### src/rtl/stage_shift_ctrl.sv
// Upstream controller for the six-stage stage clock: one start pulse, then
// NUM_STAGES evenly spaced shift strobes, a done pulse, and synchronous abort.
module stage_shift_ctrl #(
  parameter int NUM_STAGES = 6,
  parameter int DIV_W      = 8,
  parameter int IDX_W      = $clog2(NUM_STAGES)
) (
  input  logic             clk,
  input  logic             rst,
  input  logic             req,
  input  logic [DIV_W-1:0] div,
  input  logic             abort,
  output logic             start,
  output logic             shift,
  output logic [IDX_W-1:0] stage_idx,
  output logic             busy,
  output logic             done
);

  localparam logic [1:0] S_IDLE = 2'd0;
  localparam logic [1:0] S_RUN  = 2'd1;
  localparam logic [1:0] S_DONE = 2'd2;

  localparam logic [IDX_W:0] LAST_COUNT = (IDX_W + 1)'(NUM_STAGES);

  logic [1:0]       state;
  logic [DIV_W-1:0] div_q;
  logic [DIV_W-1:0] cnt;
  // Number of strobes already issued in this run; one bit wider than stage_idx.
  logic [IDX_W:0]   nshift;

  // The accepting edge issues the first strobe directly, so cnt then counts
  // down the spacing before each following strobe and before done.
  always_ff @(posedge clk or negedge rst) begin
    if (!rst) begin
      state     <= S_IDLE;
      div_q     <= '0;
      cnt       <= '0;
      nshift    <= '0;
      start     <= 1'b0;
      shift     <= 1'b0;
      stage_idx <= '0;
      busy      <= 1'b0;
      done      <= 1'b0;
    end else begin
      start <= 1'b0;
      shift <= 1'b0;
      done  <= 1'b0;
      case (state)
        S_IDLE: begin
          if (req) begin
            state     <= S_RUN;
            div_q     <= div;
            cnt       <= div;
            nshift    <= (IDX_W + 1)'(1);
            start     <= 1'b1;
            shift     <= 1'b1;
            stage_idx <= '0;
            busy      <= 1'b1;
          end
        end
        S_RUN: begin
          if (abort) begin
            // Abort beats interval expiry: any strobe due at this edge is dropped.
            state     <= S_IDLE;
            cnt       <= '0;
            nshift    <= '0;
            stage_idx <= '0;
            busy      <= 1'b0;
          end else if (cnt != '0) begin
            cnt <= cnt - 1'b1;
          end else if (nshift == LAST_COUNT) begin
            state <= S_DONE;
            done  <= 1'b1;
          end else begin
            shift     <= 1'b1;
            stage_idx <= nshift[IDX_W-1:0];
            nshift    <= nshift + 1'b1;
            cnt       <= div_q;
          end
        end
        S_DONE: begin
          state     <= S_IDLE;
          nshift    <= '0;
          stage_idx <= '0;
          busy      <= 1'b0;
        end
        default: begin
          state     <= S_IDLE;
          nshift    <= '0;
          stage_idx <= '0;
          busy      <= 1'b0;
        end
      endcase
    end
  end

endmodule

### config.mk
export PLATFORM = sky130hd
export DESIGN_NAME = stage_shift_ctrl
export DESIGN_NICKNAME = d
export VERILOG_FILES = /design/src/rtl/stage_shift_ctrl.sv
export SDC_FILE = /design/constraint.sdc
export NUM_CORES = 1
export LEC_CHECK = 0
export ABC_AREA = 1
export CAP_MARGIN = 20
export CELL_PAD_IN_SITES_DETAIL_PLACEMENT = 0
export CELL_PAD_IN_SITES_GLOBAL_PLACEMENT = 2
export CORE_UTILIZATION = 32
export CTS_CLUSTER_DIAMETER = 120
export CTS_CLUSTER_SIZE = 16
export DETAILED_ROUTE_END_ITERATION = 7
export PLACE_DENSITY_LB_ADDON = 0.1
export SLEW_MARGIN = 20
export SYNTH_ARGS = -nofsm -noshare
export SYNTH_HDL_FRONTEND = slang
export SYNTH_SLANG_ARGS = --single-unit
### constraint.sdc
create_clock -name clk -period 1.73 [get_ports clk]
set_input_delay 0.346 -clock clk [delete_from_list [all_inputs] [get_ports clk]]
set_output_delay 0.346 -clock clk [all_outputs]
set_load 0.1 [all_outputs]
Word level (Yosys, flattened, before mapping). Index checks and enable logic that the tools add are counted.

Register bits after elaboration: 29. Output and inout port bits: 7.

$add $sub $neg: 2. Equality and inequality tests: 8. Mux-type cells: 33. Reductions and logical operators: 8.

Operators by type and width (count): $mux 8 (4); $mux 4 (4); $pmux 8 s2 (1); $mux 3 (4); $mux 1 (11); $ne 3x3->1 const B (3); $reduce_and 3->1 (3); $mux 2 (4); $pmux 4 s2 (1); $reduce_bool 8->1 (1); $sub 8x1->8 const B (1); $pmux 3 s2 (1); $add 4x1->4 const B (1); $eq 4x3->1 const B (1); $ne 2x2->1 const B (2); $ne 4x4->1 const B (1); $pmux 1 s2 (2); $pmux 2 s2 (1); $reduce_and 2->1 (2); $eq 2x1->1 const B (1); $logic_not 2->1 (1); $reduce_bool 2->1 (1).

Depth between registers and ports, before layout.
Word-level depth: 5. Mapped depth: 10. Mapped depth without buffers: 10.

Worst setup path after synthesis. OpenSTA, ideal clock, no wires.

Kind: reg-to-reg. Start point: register cnt[0]. End point: register stage_idx[0]. Arrival: 1.414 ns. Required time: 1.609 ns. Path slack: 0.195 ns. Cell stages (with the launch flop): 11. Path buffers: 1. Cells stage by stage: dfrtp_1 -> inv_1 -> ha_1 -> nand2_4 -> nor2_8 -> inv_4 -> nand2_4 -> nand2_4 -> buf_6 -> nand2_2 -> o21ai_2.

Cells in the longest elaborated chain, start to end: 3.

RTL lines: start, declared (line 28) `logic [DIV_W-1:0] cnt;`; start signal, assigned (line 54) `cnt <= div;`; start signal, assigned (line 71) `cnt <= cnt - 1'b1;`; start signal, assigned (line 79) `cnt <= div_q;`; $reduce_bool 8->1 (line 70) `end else if (cnt != '0) begin`; $ne 3x3->1 (no line); $reduce_and 3->1 (no line); end signal, assigned (line 77) `stage_idx <= nshift[IDX_W-1:0];`; end, declared (line 15) `output logic [IDX_W-1:0] stage_idx,`.

Every way passes these cells. A chain may end at the register's enable or synchronous reset.

Worst setup path after layout.
Start point: register cnt[0]. End point: register nshift[0].

Cells in the longest elaborated chain, start to end: 3.

RTL lines: $reduce_bool 8->1 (line 70); $ne 3x3->1 (no line); $reduce_and 3->1 (no line); end signal, assigned (line 55) `nshift <= (IDX_W + 1)'(1);`; end signal, assigned (line 78) `nshift <= nshift + 1'b1;`; end, declared (line 30) `logic [IDX_W:0] nshift;`.

Every way passes these cells.

==> metrics.txt <==
Synthesized Nets=224; Tcrit/Tclk final=91.0%; reg2reg path depth=9; die area=5430 sq um; warnings from Yosys=0; GR Util All Layers=16.2%; count leader, synth=nand2_1; Via density=4.42; Finished Core Util=43.9%; Post-CTS Setup Bufs=0; final slew viol count=0; Final Routed Wirelength=3.74 mm; Peak VDD IR=0.580 mV; CTS tree=yes; via count=1356; Initial Utilization=33.9%; Final WS setup=155 ps; Fmax=635 MHz; Synth Area in Compound Gates=9.89%; Post-synth ARST share=100%; Netlist cell types=25; vias in the first global route=1372; sequential area share after synthesis=44.1%; Antenna diodes=0; P_leak=0.00108 uW; Bufs on Longest Clock Path=2; synthesized area=1640 sq um; # rows=25; setup TNS=0 ps; DR iter-0 viols=53; PwrDens=1610 nW/um^2; Worst-Skew Late Latency=280 ps; startpoint type of the worst setup path=flip-flop; GRT overflow=0; largest family of logic cells by synthesized area=simple AND/OR/NAND/NOR gates; Synth Area in Adders=2.28%; I/O pins=19; ys flop type=dfrtp_1; share of layout cells above drive strength 1=20.8%; Num CTS Buffers=5; Resized cells post-CTS=0; Die Ht=73.7 um; clock-pin slew on the worst setup and hold paths=60 ps; Worst EP required=1900 ps; initial antenna violation count=0; worst min path class=input pin to asynchronous set/reset pin; Core ar.=4850 sq um; htree depth=2; dpl cells=299; drt pass-1 iters=4; Placer Congestion=0.797; first-pass GRT wire length=6.39 mm; final setup vio count=0; top-area cell type share of the netlist area=44.1%; Yosys reg bits=29; clk root buf=clkbuf_8; Wirelength per Cell=12.2 um; Yosys top cell by area=dfrtp_1; hold-fix buffers at CTS=0; syn avg cell area=7.87 sq um; RSZ-0062 raised after global routing=no; Simple-Gate Fraction of Synth Area=32.7%; crit path kind=flip-flop to flip-flop; DP Worst Slack=7.96 ps; final hold violation count=0; DRC viols=0; Worst setup EP type=flip-flop; CP max FO=14; Syn Inst Count=209; CTS sink count=29; Rel. slew slack=73.5%; Period minus WS final=1570 ps; Worst Max-Slew Pin Slew=398 ps; xor-xnor portion of the synthesized cell area=2.13%; post-route ant nets=0; Layout area overhead=29.5%; Arrival @ worst endpoint=1740 ps; number of flops mapped to enable cells by yosys=0; chip width=73.7 um; HPWL after DPL=2.74 mm; Worst Clk Skew=4.83 ps; post-synthesis mux area share=0%; Layout Nets=254; max cap viols=0; synth cell count leaders=51 x nand2_1, 29 x dfrtp_1, 29 x nor2_1, 28 x inv_1, 14 x nand3_1; final hold slack=458 ps; Synth area leaders=dfrtp_1 44%, nand2_1 12%, nor2_1 6.6%, inv_1 6.4%, nand3_1 4.3%; largest net degree at the start of global routing=30; Post-Layout Cell Count=307; outcome=completed; port buffer count=18
[cell families after synthesis]
kind of cell,after synthesis
xor gates and xnor gates,4
AOI/OAI and AO/OA,27
buffers and inverters,34
adders and majority gates,3
DFF,29
and+or+nand+nor,112
[metal layers]
layer	GRT usage (%)	wire, um	up-vias
met2	24.6	1650	29
met3	4.53	173	13
met1	20.5	1810	612
met5	0	0	-
met4	9.62	108	0
li1	-	-	702
[state kept, by name, summed over array words and instances, names as in the netlist]
| name | cells |
|---|---|
| busy | 1 |
| cnt | 8 |
| div_q | 8 |
| done | 1 |
| nshift | 4 |
| shift | 1 |
| stage_idx | 3 |
| start | 1 |
| state | 2 |
[path summary, 6_finish.rpt]
check	start	endpoint	slack [ps]
hold / removal	rst	div_q[5]	460
setup / recovery	cnt[0]	nshift[0]	160
max in group asynchronous	rst	nshift[2]	980
setup reg to reg	cnt[0]	nshift[0]	160
hold reg to reg	cnt[6]	cnt[6]	520
min in group clk	cnt[6]	cnt[6]	520
[area by class of cell]
| type | count | area (sq um) |
|---|---|---|
| Timing Repair Buffer | 26 | 323 |
| Multi-Input combinational cell | 146 | 773 |
| Clock buffer | 7 | 96.3 |
| Fill cell | 506 | 2720 |
| Sequential cell | 29 | 726 |
| Clock inverter | 1 | 5.00 |
| Inverter | 31 | 121 |
| Tap cell | 67 | 83.8 |
[power breakdown]
| group | internal (uW) | switching [uW] | leakage (uW) |
|---|---|---|---|
| clock network | 359 | 263 | 0.0000542 |
| registers | 924 | 199 | 0.000371 |
| logic | 620 | 1060 | 0.000654 |
[critical path, cell delays in order (launching register included)]
cell and delay (ps):
dfrtp_1 380, inv_1 100, ha_1 240, nand2_4 90, nor2_8 190, inv_4 90
nand2_4 70, nand2_4 130, nand2_1 110, o21ai_2 50
[per-stage QoR]
stage,power [uW],instance area [sq um]
6_report,3420,2130
5_1_grt,3690,2130
4_1_cts,3470,2130
3_5_place_dp,2830,2030
3_3_place_gp,2830,2030
2_1_floorplan,2300,1640
[cell usage in the layout, fill, tap and decap left out, drive strengths merged, types with 7 or more instances in the layout]
cell           count
a21oi              7
buf               15
clkbuf             7
clkdlybuf4s50     11
dfrtp             29
inv               31
nand2             62
nand3             14
nor2              34
o21ai             19
Power figures use the tool's default switching activity.
